File: src/rtl/muldiv_seq.sv
// muldiv_seq: iterative RV32M multiply/divide sequencer.
// Radix-2 shift-add multiply or restoring divide, one bit per cycle over XLEN
// cycles, followed by a sign-fix cycle and a result-publish cycle.
// Optional build macro: MULDIV_EARLY_OUT_EN (zero-operand early completion).
module muldiv_seq #(
    parameter int XLEN = 32
) (
    input  logic            clk,
    input  logic            rst,
    input  logic            start_i,
    input  logic [2:0]      op_i,
    input  logic [XLEN-1:0] opr_a,
    input  logic [XLEN-1:0] opr_b,
    input  logic            flush_i,
    output logic            busy_o,
    output logic            valid_o,
    output logic [XLEN-1:0] result_o
);

    localparam int CW = $clog2(XLEN);

    localparam logic [1:0] S_IDLE = 2'd0;
    localparam logic [1:0] S_CALC = 2'd1;
    localparam logic [1:0] S_FIX  = 2'd2;
    localparam logic [1:0] S_DONE = 2'd3;

    localparam logic [2:0] OP_MUL    = 3'b000;
    localparam logic [2:0] OP_MULH   = 3'b001;
    localparam logic [2:0] OP_MULHSU = 3'b010;
    localparam logic [2:0] OP_MULHU  = 3'b011;
    localparam logic [2:0] OP_DIV    = 3'b100;
    localparam logic [2:0] OP_DIVU   = 3'b101;
    localparam logic [2:0] OP_REM    = 3'b110;
    localparam logic [2:0] OP_REMU   = 3'b111;

    // Two's complement negation, modulo the operand width.
    function automatic logic [XLEN-1:0] f_neg(input logic [XLEN-1:0] v);
        return ~v + XLEN'(1);
    endfunction

    // Two's complement negation of a full double-width product.
    function automatic logic [2*XLEN-1:0] f_neg2(input logic [2*XLEN-1:0] v);
        return ~v + (2*XLEN)'(1);
    endfunction

    // Control state
    logic [1:0]        r_state;
    logic [CW-1:0]     r_cnt;
    logic              r_valid;
    logic [XLEN-1:0]   r_result;

    // Datapath state (no reset needed; always loaded before use)
    logic [2:0]        r_op;
    logic              r_sign_a;
    logic              r_sign_b;
    logic [XLEN-1:0]   r_m;      // multiplicand (mul) or divisor (div), magnitude
    logic [2*XLEN-1:0] r_acc;    // mul: {hi, multiplier/lo}; div: {unused, quotient}
    logic [XLEN-1:0]   r_rem;    // partial remainder, always < divisor
    logic [XLEN-1:0]   r_res;    // result waiting to be published in DONE

    // Issue-side decode
    logic              w_a_signed;
    logic              w_b_signed;
    logic              w_sa;
    logic              w_sb;
    logic [XLEN-1:0]   w_a_abs;
    logic [XLEN-1:0]   w_b_abs;
    logic              w_accept;
    logic              w_ovf;
    logic              w_special;
    logic [XLEN-1:0]   w_special_res;

    // Iteration datapath
    logic [XLEN:0]     w_sum;
    logic [2*XLEN-1:0] w_mul_acc;
    logic [XLEN:0]     w_shift;
    logic [XLEN:0]     w_diff;
    logic [XLEN-1:0]   w_div_rem;
    logic [2*XLEN-1:0] w_div_acc;

    // Sign-fix datapath
    logic [2*XLEN-1:0] w_prod;
    logic [XLEN-1:0]   w_quot;
    logic [XLEN-1:0]   w_remd;
    logic [XLEN-1:0]   w_fix_res;

    assign w_accept   = (r_state == S_IDLE) && start_i && !flush_i;
    assign w_a_signed = (op_i == OP_MULH) || (op_i == OP_MULHSU) ||
                        (op_i == OP_DIV)  || (op_i == OP_REM);
    assign w_b_signed = (op_i == OP_MULH) || (op_i == OP_DIV) || (op_i == OP_REM);
    assign w_sa       = w_a_signed && opr_a[XLEN-1];
    assign w_sb       = w_b_signed && opr_b[XLEN-1];
    assign w_a_abs    = w_sa ? f_neg(opr_a) : opr_a;
    assign w_b_abs    = w_sb ? f_neg(opr_b) : opr_b;
    assign w_ovf      = ((op_i == OP_DIV) || (op_i == OP_REM)) &&
                        (opr_a == {1'b1, {(XLEN-1){1'b0}}}) &&
                        (opr_b == {XLEN{1'b1}});

    // Resolve operand combinations that need no iteration.
    always_comb begin
        w_special     = 1'b0;
        w_special_res = '0;
        if (op_i[2] && (opr_b == '0)) begin
            w_special     = 1'b1;
            w_special_res = op_i[1] ? opr_a : {XLEN{1'b1}};
        end else if (w_ovf) begin
            w_special     = 1'b1;
            w_special_res = op_i[1] ? '0 : opr_a;
`ifdef MULDIV_EARLY_OUT_EN
        end else if (!op_i[2] && ((opr_a == '0) || (opr_b == '0))) begin
            w_special     = 1'b1;
            w_special_res = '0;
        end else if (op_i[2] && (opr_a == '0)) begin
            w_special     = 1'b1;
            w_special_res = '0;
`endif
        end
    end

    // One iteration step of both the shift-add multiply and restoring divide.
    always_comb begin
        w_sum     = {1'b0, r_acc[2*XLEN-1:XLEN]} + (r_acc[0] ? {1'b0, r_m} : '0);
        w_mul_acc = {w_sum, r_acc[XLEN-1:1]};
        w_shift   = {r_rem, r_acc[XLEN-1]};
        w_diff    = w_shift - {1'b0, r_m};
        if (!w_diff[XLEN]) begin
            w_div_rem = w_diff[XLEN-1:0];
            w_div_acc = {r_acc[2*XLEN-1:XLEN], r_acc[XLEN-2:0], 1'b1};
        end else begin
            w_div_rem = w_shift[XLEN-1:0];
            w_div_acc = {r_acc[2*XLEN-1:XLEN], r_acc[XLEN-2:0], 1'b0};
        end
    end

    // Sign correction and output selection for the FIX cycle.
    always_comb begin
        w_prod = (r_sign_a ^ r_sign_b) ? f_neg2(r_acc) : r_acc;
        w_quot = (r_sign_a ^ r_sign_b) ? f_neg(r_acc[XLEN-1:0]) : r_acc[XLEN-1:0];
        w_remd = r_sign_a ? f_neg(r_rem) : r_rem;
        case (r_op)
            OP_MUL:                       w_fix_res = w_prod[XLEN-1:0];
            OP_MULH, OP_MULHSU, OP_MULHU: w_fix_res = w_prod[2*XLEN-1:XLEN];
            OP_DIV, OP_DIVU:              w_fix_res = w_quot;
            default:                      w_fix_res = w_remd;
        endcase
    end

    // FSM, iteration counter and published result/strobe.
    always_ff @(posedge clk) begin
        if (rst) begin
            r_state  <= S_IDLE;
            r_cnt    <= '0;
            r_valid  <= 1'b0;
            r_result <= '0;
        end else begin
            r_valid <= 1'b0;
            case (r_state)
                S_IDLE: begin
                    if (w_accept) begin
                        if (w_special) begin
                            r_state <= S_DONE;
                        end else begin
                            r_state <= S_CALC;
                            r_cnt   <= CW'(XLEN-1);
                        end
                    end
                end
                S_CALC: begin
                    if (flush_i) begin
                        r_state <= S_IDLE;
                    end else if (r_cnt == '0) begin
                        r_state <= S_FIX;
                    end else begin
                        r_cnt <= r_cnt - CW'(1);
                    end
                end
                S_FIX: begin
                    r_state <= flush_i ? S_IDLE : S_DONE;
                end
                default: begin
                    r_state <= S_IDLE;
                    if (!flush_i) begin
                        r_valid  <= 1'b1;
                        r_result <= r_res;
                    end
                end
            endcase
        end
    end

    // Operand capture, iteration registers and pending result.
    always_ff @(posedge clk) begin
        case (r_state)
            S_IDLE: begin
                if (w_accept) begin
                    r_op     <= op_i;
                    r_sign_a <= w_sa;
                    r_sign_b <= w_sb;
                    r_res    <= w_special_res;
                    r_rem    <= '0;
                    if (op_i[2]) begin
                        r_m   <= w_b_abs;
                        r_acc <= {{XLEN{1'b0}}, w_a_abs};
                    end else begin
                        r_m   <= w_a_abs;
                        r_acc <= {{XLEN{1'b0}}, w_b_abs};
                    end
                end
            end
            S_CALC: begin
                if (r_op[2]) begin
                    r_acc <= w_div_acc;
                    r_rem <= w_div_rem;
                end else begin
                    r_acc <= w_mul_acc;
                end
            end
            S_FIX: begin
                r_res <= w_fix_res;
            end
            default: begin
            end
        endcase
    end

    assign busy_o   = (r_state == S_CALC) || (r_state == S_FIX) || w_accept;
    assign valid_o  = r_valid;
    assign result_o = r_result;

endmodule

File: config.mk
export PLATFORM = sky130hd
export DESIGN_NAME = muldiv_seq
export DESIGN_NICKNAME = d
export VERILOG_FILES = /design/src/rtl/muldiv_seq.sv
export SDC_FILE = /design/constraint.sdc
export NUM_CORES = 1
export LEC_CHECK = 0
export BUFFER_PORTS_ARGS = -buffer_cell sky130_fd_sc_hd__buf_2
export CAP_MARGIN = 20
export CORE_UTILIZATION = 50
export DETAILED_ROUTE_END_ITERATION = 7
export HOLD_SLACK_MARGIN = 0.1
export PLACE_DENSITY_LB_ADDON = 0.08
export SYNTH_ARGS = -nofsm -noshare
export SYNTH_HDL_FRONTEND = slang
export SYNTH_SLANG_ARGS = --single-unit
File: constraint.sdc
create_clock -name clk -period 5.57 [get_ports clk]
set_input_delay 1.671 -clock clk [delete_from_list [all_inputs] [get_ports clk]]
set_output_delay 1.671 -clock clk [all_outputs]
set_load 0.005 [all_outputs]
== After elaboration in Yosys (flattened, before gate mapping) ==
Index checks and enable logic that the tools add are counted.
Storage, ports and cells
  register bits: 205
Operators by class
  equality and inequality tests: 20
  bitwise operators: 8
  mux-type cells: 37
  reduce and logical (&&, ||, !) cells: 34
  add/subtract/negate cells: 8
Operator list (number)
  $mux W32: 15
  $mux W64: 3
  $add A32 B1 Y32 const B: 4
  $not A32 Y32: 4
  $pmux W32 S2: 2
  $pmux W64 S2: 1
  $pmux W32 S3: 1
  $add A64 B1 Y64 const B: 1
  $eq A32 B32 Y1 const B: 2
  $not A64 Y64: 1
  $add A32 B32 Y33: 1
  $sub A33 B32 Y33: 1
  $logic_not A32 Y1: 1
  $mux W5: 4
  $eq A3 B3 Y1 const B: 4
  $ne A2 B2 Y1 const B: 6
  $mux W2: 5
  $pmux W5 S2: 1
  $reduce_and A2 Y1: 5
  $eq A3 B2 Y1 const B: 3
  $logic_or A1 B1 Y1: 8
  $logic_and A1 B1 Y1: 7
  $eq A3 B1 Y1 const B: 2
  $pmux W2 S3: 1
  17 further kinds: 24

== Logic depth before layout (Yosys ltp) ==
Gate-level depths: netlist of run 1.
  depth in word-level cells: 9
  gate-level depth with buffers: 14

== Worst setup path before layout of run 1 ==
No wires, ideal clock.
  kind: in2reg
  start point: input start_i
  end point: register r_acc[32] (enable)
  setup slack: 0.676 ns
  setup time: 0.432 ns
  data arrival time: 4.462 ns
  required time: 5.138 ns
  stages: 5
  cell sequence: nor2b_1 nand2_1 inv_1 a21oi_1 a21oi_1
Between the ends
  longest elaborated chain between the ends: 4
RTL lines
  from (decl): RTL line 10  | input logic start_i,
  $logic_and A1 B1 Y1 (2 in a row): RTL line 87  | assign w_accept = (r_state == S_IDLE) && start_i && !flush_i;
  $ne A2 B2 Y1 (no source line)
  $reduce_and A3 Y1 (no source line)
  to (signal assigned): RTL line 203  | r_acc <= {{XLEN{1'b0}}, w_a_abs};
  to (signal assigned): RTL line 206  | r_acc <= {{XLEN{1'b0}}, w_b_abs};
  to (signal assigned): RTL line 212  | r_acc <= w_div_acc;
  to (decl): RTL line 57  | logic [2*XLEN-1:0] r_acc;
Every way passes these cells.
A chain may end at the register's enable or synchronous reset.

== Worst setup path in the final report of run 1 ==
  start point: register r_acc[0]
  end point: register r_acc[63], data pin
Between the ends
  longest elaborated chain between the ends: 4
RTL lines
  $mux W32: RTL line 122  | w_sum = {1'b0, r_acc[2*XLEN-1:XLEN]} + (r_acc[0] ? {1'b0, r_m} : '0);
  $add A32 B32 Y33: RTL line 122
  $mux W64: RTL line 211  | if (r_op[2]) begin
  $pmux W64 S2: RTL line 193  | case (r_state)
Every way passes these cells. The select of a mux whose other input is x is not followed.

==> impl_results.md, run 1 <==
- Status: finished, final reports clean
- Row count: 65
- Worst-path maximum fanout: 14
- IO buf count: 104
- Hold slack: 451 ps
- Sequential share of the synthesized area: 0.350
- Nets: 2118
- EDFF count, synth: 165
- Top-area cell type share of the netlist area: 0.302
- Die Area: 0.0336 sq mm
- Yosys reg bits: 205
- Adder-cell share of the synthesized area: 0.0603
- Die W: 183 um
- Final ANT Viol Nets: 0
- Initial antenna violation count: 0
- Final setup viols: 0
- Mux contribution to synthesized area: 0.0611
- Number of hold buffers added after CTS: 0
- Sequential cell area: 0.00576 sq mm
- Syn Area/Cell: 8.61 sq um
- Starting Density: 0.514
- Post-Syn Area: 0.0164 sq mm
- Setup TNS: 0 ps
- Period minus WS final: 4540 ps
- Clock transition at path regs: 60 ps
- Clock buffer depth: 3
- Initial DRT Pass Iterations: 6
- Top post-synthesis cells by area: edfxtp_1 (30%), mux2i_1 (6.0%), xor2_1 (5.9%), ha_1 (5.8%), nor2_1 (4.9%)
- Dpl cells: 2374
- Syn-to-layout area delta: 11.3%
- DR WL/cell: 24.4 um
- Period Utilization, post-route: 0.815
- Leakage Power: 7.16 nW
- Max VDD drop: 0.320 mV
- CTS sink cnt: 205
- Startpoint types: flop
- 1st-iter DRT viols: 1727
- Crit Path Class: reg -> reg
- Synth Area in XOR/XNOR: 0.106
- Final Max Tran Viols: 0
- Largest net degree at the start of global routing: 56
- Max Fclk: 0.220 GHz
- Vias: 15375
- Syn_nets: 2057
- H-tree depth: 1
- Ys async rst share: 0
- Vias in the first global route: 14007
- Final GP Congestion: 1.01
- Fin. Hold Viols: 0
- Worst Clk Skew: 15.7 ps
- Worst setup EP type: flop
- GRT Overall Usage: 0.349
- Final cell count without fillers: 2424
- Grt total ovfl: 0
- Power per Cell Area: 384 mW/mm^2
- Worst Tran Pin Value: 1160 ps
- Global-route wire length before repair: 87400 um
- Routed wire length: 59100 um
- Multi-input logic area: 0.0100 sq mm
- Largest family of logic cells by synthesized area: compound AO/OA/AOI/OAI gates
- Min-delay worst type: reg -> reg
- Top_reg_cell synth: edfxtp_1
- Max Cap Violations: 0
- Worst rel slew slack: 0.226
- Simple-gate portion of the synthesized area: 0.182
- Post-CTS Resized: 0
- Warnings, synthesis: 0
- Clk Latency, worst-skew pair: 540 ps
- Share of cells above drive strength 1: 0.105
- DR vias/cell: 6.34
- Diodes inserted: 0
- Cells after Synth: 1908
- Die Height: 183 um
- Filler cells: 2936
- DRC: 0
- Post-CTS Setup Bufs: 0
- Crit path DAT: 4830 ps
- Unrepaired setup endpoints after global routing: false
- CP required: 5860 ps
- HPWL Detailed: 45600 um
- Netlist cell types: 77
- Root buffer cell: clkbuf_16
- Largest area contributor in the netlist: edfxtp_1
- Synth Area in Compound Gates: 0.200
- # IOs: 105
- CTS tree: done
- Total CTS buffers: 26
- Core area: 0.0320 sq mm
## stage by stage
stage               area [sq um]  power, mW  utilization  setup slack, ps
CTS                        18200       6.98        0.570             1190
global route               18300       7.35        0.572             1020
floorplan                  16400       4.31            -              676
detailed placement         17300       5.19        0.542              990
global placement           17300       5.15        0.542             1060
finish                     18300       7.02        0.572             1030
## cell type report
class	instances	share of cell area
Multi-Input combinational cell	1530	0.550
Sequential cell	205	0.315
Clock buffer	36	0.0417
Timing Repair Buffer	130	0.0407
Tap cell	435	0.0298
Inverter	76	0.0156
Clock inverter	12	0.00774
## cell families (layout without fill, tap and decap cells)
logic type / Yosys count / in the layout
and+or+nand+nor: 637 / 637
muxes: 100 / 100
adders and majority gates: 78 / 78
AOI/OAI and AO/OA: 517 / 517
buffers and inverters: 173 / 254
DFF: 205 / 205
xor gates and xnor gates: 198 / 198
## power by group
group	switching, mW	internal, mW
sequential	0.335	2.02
clock	0.699	1.09
combinational	1.80	1.07
## layer usage
| layer | global-route usage | wire, um |
|---|---|---|
| met1 | 0.477 | 24900 |
| met2 | 0.521 | 24800 |
| met3 | 0.0578 | 5510 |
| met4 | 0.201 | 3900 |
| met5 | 0 | 0 |
## sequential cells by signal (all words and copies together) (netlist names)
register / count
r_acc: 64
r_cnt: 5
r_m: 32
r_op: 3
r_rem: 32
r_res: 32
r_sign_a: 1
r_sign_b: 1
r_state: 2
result_o: 32
valid_o: 1
## layout by cell type, fill, tap and decap left out, types with 9 or more instances in the layout
cell       synthesis  routed
nor2_1           214     212
nand2_1          203     203
edfxtp_1         165     165
a21oi_1          152     151
o21ai_0          119     118
xor2_1           110     109
buf_2              5     104
mux2i_1           98      98
xnor2_1           88      86
ha_1              76      75
inv_1             74      73
nor3_1            43      43
dfxtp_1           40      40
o31ai_1           32      32
o22ai_1           31      31
a21o_1            30      30
clkbuf_16          0      29
o221ai_1          26      26
buf_4              3      24
nand4_1           23      23
a31oi_1           21      21
nand3_1           20      20
o41ai_1           20      20
or3_1             19      19
nand2b_1          16      16
nor4_1            16      16
or4_1             15      15
nor2b_1           15      14
o21a_1            14      14
a211oi_1          13      13
nor3b_1           10      10
o21bai_1           9       9
## Yosys cell counts, types with 7 or more instances
cell type,count
o22ai_1,31
a211oi_1,13
mux2i_1,98
inv_1,74
nor3b_1,10
nor2_1,214
nand3_1,20
o21ai_0,119
o21a_1,14
edfxtp_1,165
o21bai_1,9
buf_1,17
o41ai_1,20
o221ai_1,26
nor3_1,43
o211ai_1,7
or3_1,19
and2_1,8
nor4_1,16
dfxtp_1,40
or4_1,15
xor2_1,110
a21oi_1,152
nand4_1,23
nand2_1,203
nand2b_1,16
o31ai_1,32
and3_1,7
xnor2_1,88
a21o_1,30
nor2b_1,15
a31oi_1,21
clkbuf_1,71
ha_1,76
## final timing paths
kind	startpoint	to	slack [ps]	cells past startpoint
setup reg to reg	r_acc[0]$_DFFE_PP_	r_acc[63]$_SDFFCE_PN0P_	1030	13
setup / recovery	r_acc[0]$_DFFE_PP_	r_acc[63]$_SDFFCE_PN0P_	1030	13
hold / removal	result_o[10]$_SDFFE_PP0P_	result_o[10]$_SDFFE_PP0P_	450	2
hold reg to reg	result_o[10]$_SDFFE_PP0P_	result_o[10]$_SDFFE_PP0P_	450	2
## critical path, cell delays in order (launching register included)
cell and delay [ps]:
edfxtp_1 510, inv_1 320, nor2_1 450, ha_1 350
and2b_1 190, o21a_1 180, o21ai_0 300, a21oi_1 160
o21ai_0 750, a2111oi_0 250, buf_4 210, and4b_1 290
nor3_1 80, o221a_2 240
Note: power is estimated with default switching activity, not from simulation.
==> run 2: changes to the inputs <==
clock period = 3.85 ns   (was 5.57 ns; I/O delays follow)
==> impl_results.md, run 2 (synthesis gave the netlist of run 1 again) <==
- Buf/Inv on CP: 3
- Flop pwr share: 0.332
- 1st-iter DRT viols: 1741
- Largest net degree at the start of global routing: 48
- Reg-to-reg setup timing slack: 140 ps
- Total CTS buffers: 26
- Int Pwr: 6.05 mW
- Post-CTS Resized: 0
- Max Cap Violations: 0
- Comb pwr share: 0.435
- Die Height: 183 um
- Number of hold buffers added after CTS: 0
- Commonest non-fill, non-tap cell in the layout: nor2_1
- Starting Density: 0.514
- CP required: 4200 ps
- Max VDD drop: 0.468 mV
- IO buf count: 104
- Core area: 0.0320 sq mm
- Worst-path maximum fanout: 5
- Vias: 15533
- Worst setup EP type: flop
- H-tree depth: 1
- CTS sink cnt: 205
- Global-route wire length before repair: 89400 um
- Clock transition at path regs: 60 ps
- Fin. Hold Viols: 0
- Max incr delay on CP: 450 ps
- Diodes inserted: 0
- DRC: 0
- Leakage Power: 7.47 nW
- Worst r2r src: r_acc[0]$_DFFE_PP_
- Biggest register: r_acc
- Crit Path Class: reg -> reg
- Die W: 183 um
- Crit path DAT: 4070 ps
- CTS tree: done
- Final setup viols: 0
- Initial antenna violation count: 0
- Row count: 65
- Period minus WS final: 3710 ps
- Worst R2R End: r_acc[59]$_SDFFCE_PN0P_
- Switching share of power: 0.407
- Syn-to-layout area delta: 14.1%
- Initial DRT Pass Iterations: 7
- Period Utilization, post-route: 0.965
- HPWL Detailed: 47200 um
- Final GP Congestion: 1.01
- Clock power frac: 0.233
- Final ANT Viol Nets: 0
- Share of cells above drive strength 1: 0.135
- Setup TNS: 0 ps
- Die Area: 0.0336 sq mm
- DR vias/cell: 6.23
- Vias in the first global route: 14419
- Worst-path cell chain: and2_1, ha_1, inv_1, fa_1, and2b_1, o21a_1, o21ai_0, a21oi_2, o21ai_0, buf_4, a2111oi_0, buf_4, and4b_1, o21ai_0, nor3b_1
- Routed wire length: 59900 um
- Worst Tran Pin Value: 1100 ps
- Hold Startpoint: result_o[21]$_SDFFE_PP0P_
- Commonest cells after routing, fill and taps aside: nor2_1 (212), nand2_1 (203), edfxtp_1 (165)
- Nets: 2188
- CP top delay family: compound AO/OA/AOI/OAI gates
- Reg2Reg Depth: 15
- Min-delay worst type: reg -> reg
- Root buffer cell: clkbuf_16
- Slowest CP cell: edfxtp_1
- Unrepaired setup endpoints after global routing: false
- GRT Overall Usage: 0.357
- DR WL/cell: 24.0 um
- Final Max Tran Viols: 0
- Max reg flops: 64
- Clk Latency, worst-skew pair: 550 ps
- Placed cell areas: 0.0179 sq mm
- Status: finished, final reports clean
- Final Cell Area: 0.0187 sq mm
- Net Switching: 4.15 mW
- Grt total ovfl: 0
- WHS Path Cells: 2
- Clock buffer depth: 3
- Power per Cell Area: 544 mW/mm^2
- Worst Clk Skew: 14.9 ps
- Post-CTS Setup Bufs: 0
- # IOs: 105
- Startpoint types: flop
- Max Fclk: 0.269 GHz
- End of the worst hold path: result_o[21]$_SDFFE_PP0P_
- Worst rel slew slack: 0.267
- Crit-path most repeated cell: o21ai_0
-- run 2: changes by cell type in the layout (fill, tap and decap cells not counted), moves of 2 or more --
cell | before | now
clkbuf_8 | 1 | 4
buf_4 | 24 | 93
bufinv_16 | 3 | 0
clkbuf_1 | 6 | 8
buf_12 | 0 | 3
-- run 2: layout make-up --
| class | instances | area [sq um] |
|---|---|---|
| clock buffers | 40 | 786 |
| repair buffers | 200 | 1280 |
| well taps | 435 | 544 |
| inverters | 76 | 285 |
| clock inverters | 7 | 32.5 |
| flip-flops and latches | 205 | 5760 |
| multi-input cells | 1530 | 10100 |
| fillers | 2950 | 13200 |
-- run 2: worst min-delay path: cells and delay by family (launching register included) --
| kind | cells | cell delay, ps |
|---|---|---|
| AOI/OAI and AO/OA | 1 | 50 |
| and+or+nand+nor | 1 | 50 |
| DFF | 1 | 300 |
-- run 2: per-layer routing --
metal,routed length (um),track usage,up-vias
li1,-,-,7256
met1,25700,0.488,7343
met2,25300,0.538,793
met3,5340,0.0641,141
met4,3510,0.183,0
met5,0,0,-
-- run 2: how the worst max path moves through the flow --
stage | startpoint | end | slack [ps] | cells past startpoint
6_report | r_acc[0]$_DFFE_PP_ | r_acc[59]$_SDFFCE_PN0P_ | 140 | 15
5_1_grt | r_acc[0]$_DFFE_PP_ | r_acc[59]$_SDFFCE_PN0P_ | 4 | 15
4_1_cts | r_acc[0]$_DFFE_PP_ | r_acc[59]$_SDFFCE_PN0P_ | 170 | 15
3_5_place_dp | opr_b[7] | r_acc[23]$_DFFE_PP_ | 50 | 10
3_3_place_gp | opr_b[7] | r_acc[23]$_DFFE_PP_ | 80 | 10
2_1_floorplan | start_i | r_cnt[2]$_SDFFE_PP0P_ | 30 | 9
-- run 2: power groups by stage --
stage	Combinational, mW	Clock (mW)	Sequential (mW)
3_5_place_dp	4.33	0	3.41
5_1_grt	4.82	2.47	3.42
3_3_place_gp	4.29	0	3.41
2_1_floorplan	3.01	0	3.22
4_1_cts	4.35	2.39	3.37
6_report	4.43	2.37	3.39
-- run 2: stage by stage --
| stage | std cells | setup slack, ps | util | hold WS [ps] | total power [mW] |
|---|---|---|---|---|---|
| after floorplan | 1908 | 28.0 | - | 449 | 6.23 |
| after global placement | 2446 | 78.0 | 0.560 | 440 | 7.69 |
| after detailed placement | 2446 | 54.5 | 0.560 | 443 | 7.74 |
| after CTS | 2493 | 166 | 0.586 | 451 | 10.1 |
| after global routing | 2493 | 3.52 | 0.586 | 467 | 10.7 |
| final | 2493 | 135 | 0.586 | 449 | 10.2 |
==> run 3: changes to the inputs <==
--- a/config.mk
+++ b/config.mk
@@ -12,2 +12,3 @@
 export HOLD_SLACK_MARGIN = 0.1
+export MAX_ROUTING_LAYER = met4
 export PLACE_DENSITY_LB_ADDON = 0.08
==> constraint.sdc (replaced) <==
create_clock -name clk -period 3.85 [get_ports clk]
set_input_delay 0.5775 -clock clk [delete_from_list [all_inputs] [get_ports clk]]
set_output_delay 0.5775 -clock clk [all_outputs]
set_load 0.005 [all_outputs]
==> impl_results.md, run 3 (synthesis gave the netlist of run 1 again) <==
- Status: finished, final reports clean
- Leakage Power: 7.27 nW
- CP required: 4130 ps
- Max Fclk: 0.277 GHz
- Hold slack: 281 ps
- Final GP Congestion: 1.01
- Unrepaired setup endpoints after global routing: false
- CTS sink cnt: 205
- Period minus WS final: 3610 ps
- Final setup viols: 0
- Initial DRT Pass Iterations: 5
- Clock transition at path regs: 60 ps
- Global-route wire length before repair: 88100 um
- Crit Path Class: reg -> reg
- Vias in the first global route: 14251
- Clock buffer depth: 3
- Syn-to-layout area delta: 12.3%
- Fin. Hold Viols: 0
- Worst-path cell chain: nand2_1, inv_1, ha_1, a211o_1, a211oi_1, o41ai_1, and3_1, o21ai_0, nand3_1, a2111oi_0, or3_1, a21oi_1
- Max VDD drop: 0.352 mV
- Routed wire length: 59000 um
- Max Cap Violations: 0
- Worst rel slew slack: 0.295
- Nets: 2142
- Commonest non-fill, non-tap cell in the layout: nor2_1
- Die Height: 183 um
- DR vias/cell: 6.27
- IO buf count: 104
- Crit path DAT: 3890 ps
- Buf/Inv on CP: 1
- Core area: 0.0320 sq mm
- Clk Latency, worst-skew pair: 550 ps
- Starting Density: 0.514
- GRT Overall Usage: 0.364
- Max reg flops: 64
- Slowest CP cell: a2111oi_0
- DR WL/cell: 24.1 um
- Startpoint types: flop
- DRC: 0
- Vias: 15331
- # IOs: 105
- CP top delay family: compound AO/OA/AOI/OAI gates
- Worst Clk Skew: 18.7 ps
- Total CTS buffers: 24
- Share of cells above drive strength 1: 0.116
- Worst-path maximum fanout: 6
- Die Area: 0.0336 sq mm
- Max incr delay on CP: 590 ps
- Worst setup EP type: flop
- H-tree depth: 1
- Min-delay worst type: in -> reg
- Row count: 65
- Largest net degree at the start of global routing: 53
- Root buffer cell: clkbuf_16
- HPWL Detailed: 46600 um
- Worst Tran Pin Value: 1050 ps
- Commonest cells after routing, fill and taps aside: nor2_1 (212), nand2_1 (203), edfxtp_1 (165)
- Period Utilization, post-route: 0.937
- Biggest register: r_acc
- 1st-iter DRT viols: 1452
- Final ANT Viol Nets: 0
- Setup TNS: 0 ps
- Initial antenna violation count: 0
- Final Max Tran Viols: 0
- Grt total ovfl: 0
- Power per Cell Area: 550 mW/mm^2
- CTS tree: done
- Die W: 183 um
run 3: cell count changes in the layout (fill, tap and decap cells not counted), moves of 2 or more:
cell | previous run | this run
buf_4 | 93 | 48
bufinv_16 | 0 | 5
clkbuf_8 | 4 | 1
clkbuf_1 | 8 | 3
clkinv_4 | 0 | 2
clkbuf_16 | 28 | 25
run 3: worst register-to-register path, stage by stage (launching register included):
cell and delay, ps:
edfxtp_1 460, nand2_1 210, inv_1 70, ha_1 290, a211o_1 340, a211oi_1 410, o41ai_1 150, and3_1 210
o21ai_0 170, nand3_1 210, a2111oi_0 590, or3_1 180, a21oi_1 60
run 3: layer usage:
layer | routed length [um] | track usage | vias up
met1 | 25600 | 0.487 | 7332
met4 | 3020 | 0.163 | 0
met3 | 5140 | 0.0596 | 120
met5 | 0 | - | -
li1 | - | - | 7159
met2 | 25200 | 0.541 | 720
run 3: final cells by class:
class	instances	area, sq um
Clock buffer	29	651
Multi-Input combinational cell	1530	10100
Fill cell	2932	13500
Sequential cell	205	5760
Tap cell	435	544
Antenna cell	1	2.50
Inverter	76	285
Clock inverter	14	201
Timing Repair Buffer	156	956
run 3: through the flow:
stage,utilization,total power [mW],std cells,area (sq um),setup WS (ps)
final,0.577,10.2,2446,18500,241
after global routing,0.577,10.7,2445,18400,5.29
after CTS,0.576,10.1,2442,18400,123
after detailed placement,0.549,7.56,2399,17600,160
after global placement,0.549,7.53,2399,17600,139
after floorplan,-,6.23,1908,16400,49.4
run 3: path summary, 6_finish.rpt:
check	endpoint	cells past startpoint	slack, ps	startpoint
worst max-delay path	r_acc[62]$_SDFFCE_PN0P_	12	240	r_acc[0]$_DFFE_PP_
worst min-delay path	valid_o$_SDFF_PP0_	2	280	flush_i
worst max register to register	r_acc[62]$_SDFFCE_PN0P_	12	240	r_acc[0]$_DFFE_PP_
worst min register to register	result_o[7]$_SDFFE_PP0P_	2	450	result_o[7]$_SDFFE_PP0P_
run 3: repair_timing:
action | in CTS | in global routing
hold buffers | 0 | 0
resized for setup | 0 | 3
buffers inserted | 0 | 2
endpoints found under the setup margin | 0 | 5
hold endpoints to repair | 0 | 0
run 3: report_power, final:
| part | internal (mW) | switching, mW |
|---|---|---|
| Sequential | 2.91 | 0.445 |
| Clock | 1.54 | 0.983 |
| Combinational | 1.61 | 2.66 |
